`src/rtl/div_defs.sv`:
```
`default_nettype none
// ============================================================================
//  Package : div_defs
//  Purpose : Shared definitions for the iterative RV32M divider: FSM state
//            encoding, counter-width helper and the architectural constants
//            for divide-by-zero and signed-overflow results.
//  Ports   : none (package)
//  Rev     : 1.0  initial release
// ============================================================================
package div_defs;

  // Reference operand width (RegBus width of the core).
  localparam int DIV_DATA_W = 32;

  // Width of the iteration counter for a given operand width.
  function automatic int div_cnt_w(input int w);
    return $clog2(w);
  endfunction

  localparam int DIV_CNT_W = div_cnt_w(DIV_DATA_W);

  // Divide-by-zero quotient and the most negative signed value.
  localparam logic [DIV_DATA_W-1:0] DIV_ZERO_Q = {DIV_DATA_W{1'b1}};
  localparam logic [DIV_DATA_W-1:0] SIGNED_MIN = {1'b1, {(DIV_DATA_W-1){1'b0}}};

  typedef enum logic [1:0] {
    ST_IDLE = 2'd0,
    ST_CALC = 2'd1,
    ST_DONE = 2'd2
  } div_state_e;

endpackage : div_defs
`default_nettype wire

```
`src/rtl/div_ctrl_if.sv`:
```
`default_nettype none
// ============================================================================
//  Interface : div_ctrl_if
//  Purpose   : Request/response bundle between the EX stage (master) and the
//              iterative divider (slave).
//  Signals   : start_i, signed_i, rem_i, dividend_i, divisor_i, cancel_i
//              (EX -> divider); result_o, ready_o, busy_o, stall_req_o
//              (divider -> EX).
//  Rev       : 1.0  initial release
// ============================================================================
interface div_ctrl_if #(
  parameter int DATA_W = 32
);
  logic              start_i;
  logic              signed_i;
  logic              rem_i;
  logic [DATA_W-1:0] dividend_i;
  logic [DATA_W-1:0] divisor_i;
  logic              cancel_i;
  logic [DATA_W-1:0] result_o;
  logic              ready_o;
  logic              busy_o;
  logic              stall_req_o;

  modport master (
    output start_i, signed_i, rem_i, dividend_i, divisor_i, cancel_i,
    input  result_o, ready_o, busy_o, stall_req_o
  );

  modport slave (
    input  start_i, signed_i, rem_i, dividend_i, divisor_i, cancel_i,
    output result_o, ready_o, busy_o, stall_req_o
  );
endinterface : div_ctrl_if
`default_nettype wire

```
`src/rtl/div_step.sv`:
```
`default_nettype none
// ============================================================================
//  Module  : div_step
//  Purpose : One radix-2 restoring division iteration (combinational).
//  Ports   : prem_i     partial remainder (DATA_W+1 bits)
//            dvd_msb_i  next dividend bit shifted into the remainder
//            divisor_i  unsigned divisor magnitude
//            prem_o     updated partial remainder
//            q_bit_o    quotient bit produced by this iteration
//  Rev     : 1.0  initial release
// ============================================================================
module div_step #(
  parameter int DATA_W = 32
) (
  input  logic [DATA_W:0]   prem_i,
  input  logic              dvd_msb_i,
  input  logic [DATA_W-1:0] divisor_i,
  output logic [DATA_W:0]   prem_o,
  output logic              q_bit_o
);

  logic [DATA_W+1:0] shifted;
  logic [DATA_W+1:0] diff;

  // One extra bit beyond the shifted remainder so the sign of the
  // trial subtraction is exact.
  assign shifted = {prem_i, dvd_msb_i};
  assign diff    = shifted - {2'b00, divisor_i};

  assign q_bit_o = ~diff[DATA_W+1];
  assign prem_o  = q_bit_o ? diff[DATA_W:0] : shifted[DATA_W:0];

endmodule : div_step
`default_nettype wire

```
`src/rtl/div_ctrl.sv`:
```
`default_nettype none
// ============================================================================
//  Module  : div_ctrl
//  Purpose : Iterative sequencer for RV32M DIV/DIVU/REM/REMU in the EX stage.
//            Latches operand magnitudes, runs DATA_W restoring shift-subtract
//            iterations, applies sign fix-up, and requests an EX stall until
//            the result is presented. Divide-by-zero and signed overflow
//            complete in one cycle.
//  Ports   : clk          clock
//            rst          synchronous reset, active-low
//            bus (slave)  start_i/signed_i/rem_i/dividend_i/divisor_i/
//                         cancel_i in; result_o/ready_o/busy_o/stall_req_o out
//  Macro   : DIV_EARLY_OUT_EN - when defined, ops with |dividend| < |divisor|
//            finish in one cycle with q = 0, r = dividend.
//  Rev     : 1.0  initial release
// ============================================================================
module div_ctrl
  import div_defs::*;
#(
  parameter int DATA_W = DIV_DATA_W
) (
  input  logic       clk,
  input  logic       rst,
  div_ctrl_if.slave  bus
);

  localparam int                CNT_W    = div_cnt_w(DATA_W);
  localparam logic [CNT_W-1:0]  CNT_LAST = CNT_W'(DATA_W - 1);
  localparam logic [DATA_W-1:0] ALL_ONES = {DATA_W{1'b1}};
  localparam logic [DATA_W-1:0] MIN_VAL  = {1'b1, {(DATA_W-1){1'b0}}};

  div_state_e        state_q,   state_d;
  logic [CNT_W-1:0]  cnt_q,     cnt_d;
  logic              rem_sel_q, rem_sel_d;
  logic              neg_q_q,   neg_q_d;
  logic              neg_r_q,   neg_r_d;
  logic [DATA_W-1:0] dvd_q,     dvd_d;
  logic [DATA_W-1:0] dvs_q,     dvs_d;
  logic [DATA_W:0]   prem_q,    prem_d;
  logic [DATA_W-1:0] result_q,  result_d;
  logic              ready_q,   ready_d;

  // Operand decode for the IDLE acceptance cycle.
  logic              dvd_neg, dvs_neg;
  logic [DATA_W-1:0] abs_dvd, abs_dvs;
  logic              div_zero, sgn_ovf, accept;

  assign dvd_neg  = bus.signed_i & bus.dividend_i[DATA_W-1];
  assign dvs_neg  = bus.signed_i & bus.divisor_i[DATA_W-1];
  // abs(MIN) wraps to MIN, which is the correct unsigned magnitude.
  assign abs_dvd  = dvd_neg ? -bus.dividend_i : bus.dividend_i;
  assign abs_dvs  = dvs_neg ? -bus.divisor_i  : bus.divisor_i;
  assign div_zero = (bus.divisor_i == '0);
  assign sgn_ovf  = bus.signed_i & (bus.dividend_i == MIN_VAL) &
                    (bus.divisor_i == ALL_ONES);
  assign accept   = bus.start_i & ~bus.cancel_i;

`ifdef DIV_EARLY_OUT_EN
  logic is_small;
  assign is_small = (abs_dvd < abs_dvs);
`endif

  // Iteration datapath. The dividend register doubles as the quotient
  // register: its MSB feeds the step while quotient bits enter at the LSB.
  logic [DATA_W:0]   prem_nx;
  logic              q_bit;
  logic [DATA_W-1:0] q_fin, r_fin, q_out, r_out;

  div_step #(.DATA_W(DATA_W)) u_step (
    .prem_i    (prem_q),
    .dvd_msb_i (dvd_q[DATA_W-1]),
    .divisor_i (dvs_q),
    .prem_o    (prem_nx),
    .q_bit_o   (q_bit)
  );

  assign q_fin = {dvd_q[DATA_W-2:0], q_bit};
  assign r_fin = prem_nx[DATA_W-1:0];
  assign q_out = neg_q_q ? -q_fin : q_fin;
  assign r_out = neg_r_q ? -r_fin : r_fin;

  always_comb begin
    state_d   = state_q;
    cnt_d     = cnt_q;
    rem_sel_d = rem_sel_q;
    neg_q_d   = neg_q_q;
    neg_r_d   = neg_r_q;
    dvd_d     = dvd_q;
    dvs_d     = dvs_q;
    prem_d    = prem_q;
    result_d  = result_q;
    ready_d   = 1'b0;

    case (state_q)
      ST_IDLE: begin
        if (accept) begin
          rem_sel_d = bus.rem_i;
          neg_q_d   = dvd_neg ^ dvs_neg;
          neg_r_d   = dvd_neg;
          dvd_d     = abs_dvd;
          dvs_d     = abs_dvs;
          prem_d    = '0;
          cnt_d     = '0;
          if (div_zero) begin
            state_d  = ST_DONE;
            ready_d  = 1'b1;
            result_d = bus.rem_i ? bus.dividend_i : ALL_ONES;
          end else if (sgn_ovf) begin
            state_d  = ST_DONE;
            ready_d  = 1'b1;
            result_d = bus.rem_i ? '0 : MIN_VAL;
          end
`ifdef DIV_EARLY_OUT_EN
          else if (is_small) begin
            state_d  = ST_DONE;
            ready_d  = 1'b1;
            result_d = bus.rem_i ? bus.dividend_i : '0;
          end
`endif
          else begin
            state_d = ST_CALC;
          end
        end
      end

      ST_CALC: begin
        if (bus.cancel_i) begin
          state_d = ST_IDLE;
        end else begin
          prem_d = prem_nx;
          dvd_d  = q_fin;
          cnt_d  = cnt_q + 1'b1;
          if (cnt_q == CNT_LAST) begin
            state_d  = ST_DONE;
            ready_d  = 1'b1;
            result_d = rem_sel_q ? r_out : q_out;
          end
        end
      end

      // The result is presented this cycle; start_i is ignored here and a
      // cancel simply lands in IDLE like the normal path.
      ST_DONE: state_d = ST_IDLE;

      default: state_d = ST_IDLE;
    endcase
  end

  always_ff @(posedge clk) begin
    if (!rst) begin
      state_q   <= ST_IDLE;
      cnt_q     <= '0;
      rem_sel_q <= 1'b0;
      neg_q_q   <= 1'b0;
      neg_r_q   <= 1'b0;
      dvd_q     <= '0;
      dvs_q     <= '0;
      prem_q    <= '0;
      result_q  <= '0;
      ready_q   <= 1'b0;
    end else begin
      state_q   <= state_d;
      cnt_q     <= cnt_d;
      rem_sel_q <= rem_sel_d;
      neg_q_q   <= neg_q_d;
      neg_r_q   <= neg_r_d;
      dvd_q     <= dvd_d;
      dvs_q     <= dvs_d;
      prem_q    <= prem_d;
      result_q  <= result_d;
      ready_q   <= ready_d;
    end
  end

  assign bus.result_o    = result_q;
  assign bus.ready_o     = ready_q;
  assign bus.busy_o      = (state_q != ST_IDLE);
  // Dropped in DONE so the pipeline advances while the result is presented.
  assign bus.stall_req_o = rst & ((state_q == ST_IDLE & accept) |
                                  (state_q == ST_CALC));

endmodule : div_ctrl
`default_nettype wire

```
`src/flat_wrapper.sv`:
```
// flat-port wrapper written by rule: the top's interface ports become plain ports
module div_ctrl_flat import div_defs::*;
#(
  parameter int DATA_W = DIV_DATA_W
)
  (clk, rst, bus_start_i, bus_signed_i, bus_rem_i, bus_dividend_i, bus_divisor_i, bus_cancel_i, bus_result_o, bus_ready_o, bus_busy_o, bus_stall_req_o);
  div_ctrl_if #(.DATA_W(DATA_W)) bus_i ();
  input  logic clk;
  input  logic rst;
  input wire logic [$bits(bus_i.start_i)-1:0] bus_start_i;
  input wire logic [$bits(bus_i.signed_i)-1:0] bus_signed_i;
  input wire logic [$bits(bus_i.rem_i)-1:0] bus_rem_i;
  input wire logic [$bits(bus_i.dividend_i)-1:0] bus_dividend_i;
  input wire logic [$bits(bus_i.divisor_i)-1:0] bus_divisor_i;
  input wire logic [$bits(bus_i.cancel_i)-1:0] bus_cancel_i;
  output wire logic [$bits(bus_i.result_o)-1:0] bus_result_o;
  output wire logic [$bits(bus_i.ready_o)-1:0] bus_ready_o;
  output wire logic [$bits(bus_i.busy_o)-1:0] bus_busy_o;
  output wire logic [$bits(bus_i.stall_req_o)-1:0] bus_stall_req_o;
  assign bus_i.start_i = bus_start_i;
  assign bus_i.signed_i = bus_signed_i;
  assign bus_i.rem_i = bus_rem_i;
  assign bus_i.dividend_i = bus_dividend_i;
  assign bus_i.divisor_i = bus_divisor_i;
  assign bus_i.cancel_i = bus_cancel_i;
  assign bus_result_o = bus_i.result_o;
  assign bus_ready_o = bus_i.ready_o;
  assign bus_busy_o = bus_i.busy_o;
  assign bus_stall_req_o = bus_i.stall_req_o;
  div_ctrl #(.DATA_W(DATA_W)) u_core (.clk(clk), .rst(rst), .bus(bus_i));
endmodule
```
`config.mk`:
```
export PLATFORM = sky130hd
export DESIGN_NAME = div_ctrl_flat
export DESIGN_NICKNAME = d
export VERILOG_FILES = /design/src/rtl/div_defs.sv /design/src/rtl/div_ctrl_if.sv /design/src/rtl/div_step.sv /design/src/rtl/div_ctrl.sv /design/src/flat_wrapper.sv
export SDC_FILE = /design/constraint.sdc
export NUM_CORES = 1
export LEC_CHECK = 0
export BUFFER_PORTS_ARGS = -buffer_cell sky130_fd_sc_hd__buf_2
export CORE_MARGIN = 2
export CORE_UTILIZATION = 55
export CTS_CLUSTER_SIZE = 20
export DETAILED_ROUTE_END_ITERATION = 8
export MAX_ROUTING_LAYER = met4
export PLACE_DENSITY_LB_ADDON = 0.1
export SKIP_LAST_GASP = 1
export SYNTH_ARGS = -nofsm -noshare
export SYNTH_HDL_FRONTEND = slang
export SYNTH_SLANG_ARGS = --single-unit
export TNS_END_PERCENT = 10
```
`constraint.sdc`:
```
create_clock -name clk -period 4.6 [get_ports clk]
set_input_delay 0.92 -clock clk [delete_from_list [all_inputs] [get_ports clk]]
set_output_delay 0.92 -clock clk [all_outputs]
set_load 0.005 [all_outputs]
```
==> out/results.md <==
| Stage | Parameter | Reported |
|:---|:---|:---|
| placement | DP Wirelength | 31,300 um |
| finish | Post-layout net count | 1,843 |
| pwr | Share of total power in combinational logic | 0.292 |
| setup path | Count of cells along the worst register-to-register path | 19 |
| grt | Met3 track utilization from global routing | 0.0618 |
| setup path | Flop-to-flop setup slack | 160 ps |
| die | Starting density of the core | 0.561 |
| clocking | Clock latency reported for the late side of the worst-skew pair | 450 ps |
| grt | Maximum number of pins on one net before global-route repair | 69 |
| synthesis | Number of enable flip-flop cells after synthesis | 0 |
| synthesis | Library cell occupying the most area in the post-synthesis netlist | sky130_fd_sc_hd__dfxtp_1 |
| synthesis | Synth top area share | 0.238 |
| grt | Total overflow reported by the global router | 0 |
| drt | Antenna Violating Nets Remaining | 0 |
| setup path | CP arrival | 4810 ps |
| clocking | Max clock buf depth | 2 |
| clocking | Clock tree from TritonCTS | yes |
| timing | Share of the clock period used by the worst path after layout | 0.965 |
| timing | Minimum setup slack in the final design | 162 ps |
| synthesis | Instance count of the mapped netlist | 1,665 |
| die | Total I/O pin count | 105 |
| setup path | Source of the worst register-to-register timing path | u_core.dvs_q[1] |
| drt | Ratio of routed vias to standard cells | 6.47 |
| grt | Vias in the first global route | 11,855 |
| drt | Routed length per placed instance | 20.5 um |
| synthesis | Cell types with the highest counts after synthesis | 244 x sky130_fd_sc_hd__nor2_1, 166 x sky130_fd_sc_hd__a21oi_1, 140 x sky130_fd_sc_hd__dfxtp_1 |
| drt | DRT Wirelength | 41,500 um |
| synthesis | Ys async rst share | 0 |
| hold path | Hold worst-path end | u_core.dvs_q[22] |
| setup path | Worst Path Max Fanout | 7 |
| synthesis | Seq cells post-synth | 140 |
| clocking | Register clock-pin slew on the reported worst setup and hold paths | 70 ps |
| grt | Antenna violations before repair | 0 |
| setup path | Endpoint kind of the worst setup timing path | flop |
| drt | First-pass iteration count of the detailed router | 5 |
| job | Max-Cap Viols | 0 |
| finish | Layout Cells excl Fill | 2,021 |
| finish | Relative area change from synthesis to final layout | 12.5% |
| timing | Max Fclk | 225 MHz |
| die | Cell row count | 53 |
| synthesis | Main area contributors after synthesis | sky130_fd_sc_hd__dfxtp_1 24%, sky130_fd_sc_hd__nor2_1 7.8%, sky130_fd_sc_hd__a21oi_1 7.0% |
| placement | Number of instances in the placed design | 1,989 |
| pwr | Peak supply drop | 231 uV |
| drt | 1st-iter DRT viols | 1,262 |
| grt | Met2 usage | 0.570 |
| pwr | Switching fraction of total power | 0.372 |
| timing | Worst relative slew slack | 0.334 |
| clocking | Clock Sink Count | 140 |
| timing | Setup Viol. Count Final | 0 |
| pwr | Net Sw Power | 1.45 mW |
| timing | Pins Over Slew Limit | 0 |
| timing | Final hold violation count | 0 |
| placement | Worst setup slack before clock tree synthesis | 282 ps |
| synthesis | Most frequently used cell type in the post-synthesis netlist | sky130_fd_sc_hd__nor2_1 |
| die | Core area | 21,000 um^2 |
| timing | Clock Skews | 19.7 ps |
| grt | Met1 routing resource usage after global routing | 0.502 |
| setup path | Endpoint of the most critical register-to-register path | u_core.bus.result_o[24] |
| synthesis | Predominant post-synthesis flop cell | sky130_fd_sc_hd__dfxtp_1 |
| finish | Fraction of final layout cells with drive strength greater than 1 | 0.131 |
| placement | RePlAce Congestion | 0.959 |
| setup path | Critical path startpoint category | flop |
| synthesis | Syn Area/Cell | 7.09 um^2 |
| synthesis | Total number of yosys warnings | 0 |
| clocking | Number of levels the H-tree was split into | 4 |
| die | Y dimension of the die | 150 um |
| timing | Unrepaired setup endpoints after global routing | yes |
| pwr | Ratio of total power to cell area | 294 nW/um^2 |
| clocking | Number of buffers created by CTS | 17 |
| finish | Fillers | 2,015 |
| pwr | Internal Power | 2.45 mW |
| die | Die width | 150 um |
| drt | Drc violations | 0 |
| setup path | Critical path type | flop to flop |
| finish | Multi-input gate area in the final layout | 8390 um^2 |
| hold path | Worst min path class | flop to flop |
| pwr | Sequential group share of total power | 0.342 |
| pwr | Part of the total power dissipated in the clock network | 0.366 |
| grt | Global-route wire length before repair | 64,600 um |
| clocking | Clock root cell | sky130_fd_sc_hd__clkbuf_16 |
| timing | Shortest clock period the worst path allows after layout | 4440 ps |
| synthesis | Combined area of all synthesized cells | 11,800 um^2 |
| drt | Via count | 13,070 |
| synthesis | Sequential fraction of the synthesis area | 0.238 |
| pwr | Cell leakage power | 5.28 nW |
| synthesis | Synth Net Count | 1,775 |
| synthesis | Netlist cell types | 85 |
| setup path | Required arrival time at the worst endpoint | 4970 ps |
| finish | # diodes | 0 |
| placement | Port buffer count | 104 |
| grt | Layer with the highest usage after global routing | met2 |
| die | Overall die area | 22,600 um^2 |
| outcome | Status | completed |
| finish | Register cell area after layout | 2800 um^2 |
| hold path | Cells on Worst Hold Path | 2 |
| hold path | Min-Delay Startpoint | u_core.dvs_q[22] |
| timing | Slew at the pin closest to its max-slew limit | 998 ps |
| grt | Overall Global Routing Usage | 0.375 |
[power groups by stage]
stage               Clock [mW]  Sequential, mW  Combinational (mW)
finish                    1.43            1.33                1.14
CTS                       1.43            1.33                1.10
global route              1.48            1.34                1.24
global placement             0            1.35                1.09
floorplan                    0            1.34               0.757
detailed placement           0            1.36                1.10
[flip-flops by register name, indices dropped and copies added (netlist names)]
| name | flops |
|---|---|
| u_core.bus.ready_o | 1 |
| u_core.bus.result_o | 32 |
| u_core.cnt_q | 5 |
| u_core.dvd_q | 32 |
| u_core.dvs_q | 32 |
| u_core.neg_q_q | 1 |
| u_core.neg_r_q | 1 |
| u_core.prem_q | 33 |
| u_core.rem_sel_q | 1 |
| u_core.state_q | 2 |
[repair_timing]
action                                  CTS  global route
gates resized for setup                   0            12
endpoints found under the setup margin    0             7
buffers inserted                          0             0
hold endpoints to repair                  0             0
hold buffers                              0             0
[cell families after synthesis]
group | synth area share
and+or+nand+nor | 0.242
DFF | 0.238
adders and majority gates | 0.0431
buffers and inverters | 0.0566
AOI/OAI and AO/OA | 0.312
muxes | 0.0213
xor gates and xnor gates | 0.0876
[worst max path at each step]
stage / end / from / slack (ps) / cells after the start
after floorplan: u_core.bus.result_o[28] / u_core.dvs_q[21] / 90 / 23
after global placement: u_core.bus.result_o[28] / u_core.dvs_q[31] / 310 / 19
after detailed placement: u_core.bus.result_o[28] / u_core.prem_q[19] / 280 / 18
after CTS: u_core.bus.result_o[28] / u_core.dvs_q[31] / 250 / 19
after global routing: u_core.bus.result_o[24] / u_core.dvs_q[1] / -20 / 22
final: u_core.bus.result_o[24] / u_core.dvs_q[1] / 160 / 19
[critical path: stages, from the launching register on]
cell                        delay, ps
sky130_fd_sc_hd__dfxtp_1          450
sky130_fd_sc_hd__inv_1            120
sky130_fd_sc_hd__ha_1             290
sky130_fd_sc_hd__nor2b_2          180
sky130_fd_sc_hd__o21a_4           250
sky130_fd_sc_hd__o2111ai_2        250
sky130_fd_sc_hd__a41oi_2          240
sky130_fd_sc_hd__o21a_1           260
sky130_fd_sc_hd__nor2_4           230
sky130_fd_sc_hd__mux2i_1          340
sky130_fd_sc_hd__ha_1             230
sky130_fd_sc_hd__nand2_1          150
sky130_fd_sc_hd__nor2_1           230
sky130_fd_sc_hd__nand2_1           70
sky130_fd_sc_hd__a21oi_1          130
sky130_fd_sc_hd__a31oi_1           90
sky130_fd_sc_hd__o31ai_1          390
sky130_fd_sc_hd__xnor2_1          190
sky130_fd_sc_hd__nand2_1          120
sky130_fd_sc_hd__a31oi_1          180
[stage by stage]
stage | TNS [ps] | total power, mW | area (um^2) | hold slack, ps | utilization
after floorplan | 0 | 2.10 | 11800 | 432 | -
after global placement | 0 | 2.44 | 12600 | 440 | 0.601
after detailed placement | 0 | 2.45 | 12600 | 446 | 0.601
after CTS | 0 | 3.86 | 13200 | 454 | 0.629
after global routing | -42.7 | 4.05 | 13300 | 470 | 0.631
final | 0 | 3.90 | 13300 | 453 | 0.631
[area by class of cell]
type | instances | area share
inverter | 62 | 0.0176
tap | 275 | 0.0259
multi-input combinational | 1358 | 0.632
timing repair buffer | 154 | 0.0684
sequential | 140 | 0.211
clock buffer | 18 | 0.0331
clock inverter | 14 | 0.0113
[layer usage]
metal,share of wire,routed length (um),vias up
met2,0.45,18500,613
met5,0,0,-
met4,0.035,1450,0
met3,0.076,3170,113
li1,-,-,6237
met1,0.44,18400,6107
[cell usage in the layout (no fill, tap or decap), types with 11 or more instances in the layout]
master | Yosys | final
sky130_fd_sc_hd__dfxtp_1 | 140 | 140
sky130_fd_sc_hd__nand4_1 | 24 | 24
sky130_fd_sc_hd__nand2_1 | 130 | 130
sky130_fd_sc_hd__xnor2_1 | 53 | 53
sky130_fd_sc_hd__o21ai_0 | 127 | 126
sky130_fd_sc_hd__nor2_1 | 244 | 243
sky130_fd_sc_hd__a21oi_1 | 166 | 165
sky130_fd_sc_hd__and3_1 | 12 | 12
sky130_fd_sc_hd__nor4_1 | 26 | 25
sky130_fd_sc_hd__a31oi_1 | 23 | 23
sky130_fd_sc_hd__mux2i_1 | 24 | 24
sky130_fd_sc_hd__a22oi_1 | 21 | 21
sky130_fd_sc_hd__o31ai_1 | 27 | 27
sky130_fd_sc_hd__a21o_1 | 15 | 15
sky130_fd_sc_hd__o41ai_1 | 13 | 13
sky130_fd_sc_hd__nor3_1 | 49 | 47
sky130_fd_sc_hd__o21ai_1 | 12 | 12
sky130_fd_sc_hd__o211ai_1 | 12 | 12
sky130_fd_sc_hd__a311oi_1 | 11 | 11
sky130_fd_sc_hd__o21a_1 | 16 | 16
sky130_fd_sc_hd__buf_2 | 15 | 104
sky130_fd_sc_hd__inv_1 | 61 | 60
sky130_fd_sc_hd__a211oi_1 | 68 | 67
sky130_fd_sc_hd__buf_4 | 2 | 49
sky130_fd_sc_hd__or3_1 | 23 | 23
sky130_fd_sc_hd__nand3_1 | 24 | 24
sky130_fd_sc_hd__ha_1 | 39 | 35
sky130_fd_sc_hd__or4_1 | 15 | 15
sky130_fd_sc_hd__clkbuf_16 | 0 | 17
sky130_fd_sc_hd__xor2_1 | 65 | 65
(Power assumes the default switching activity.)
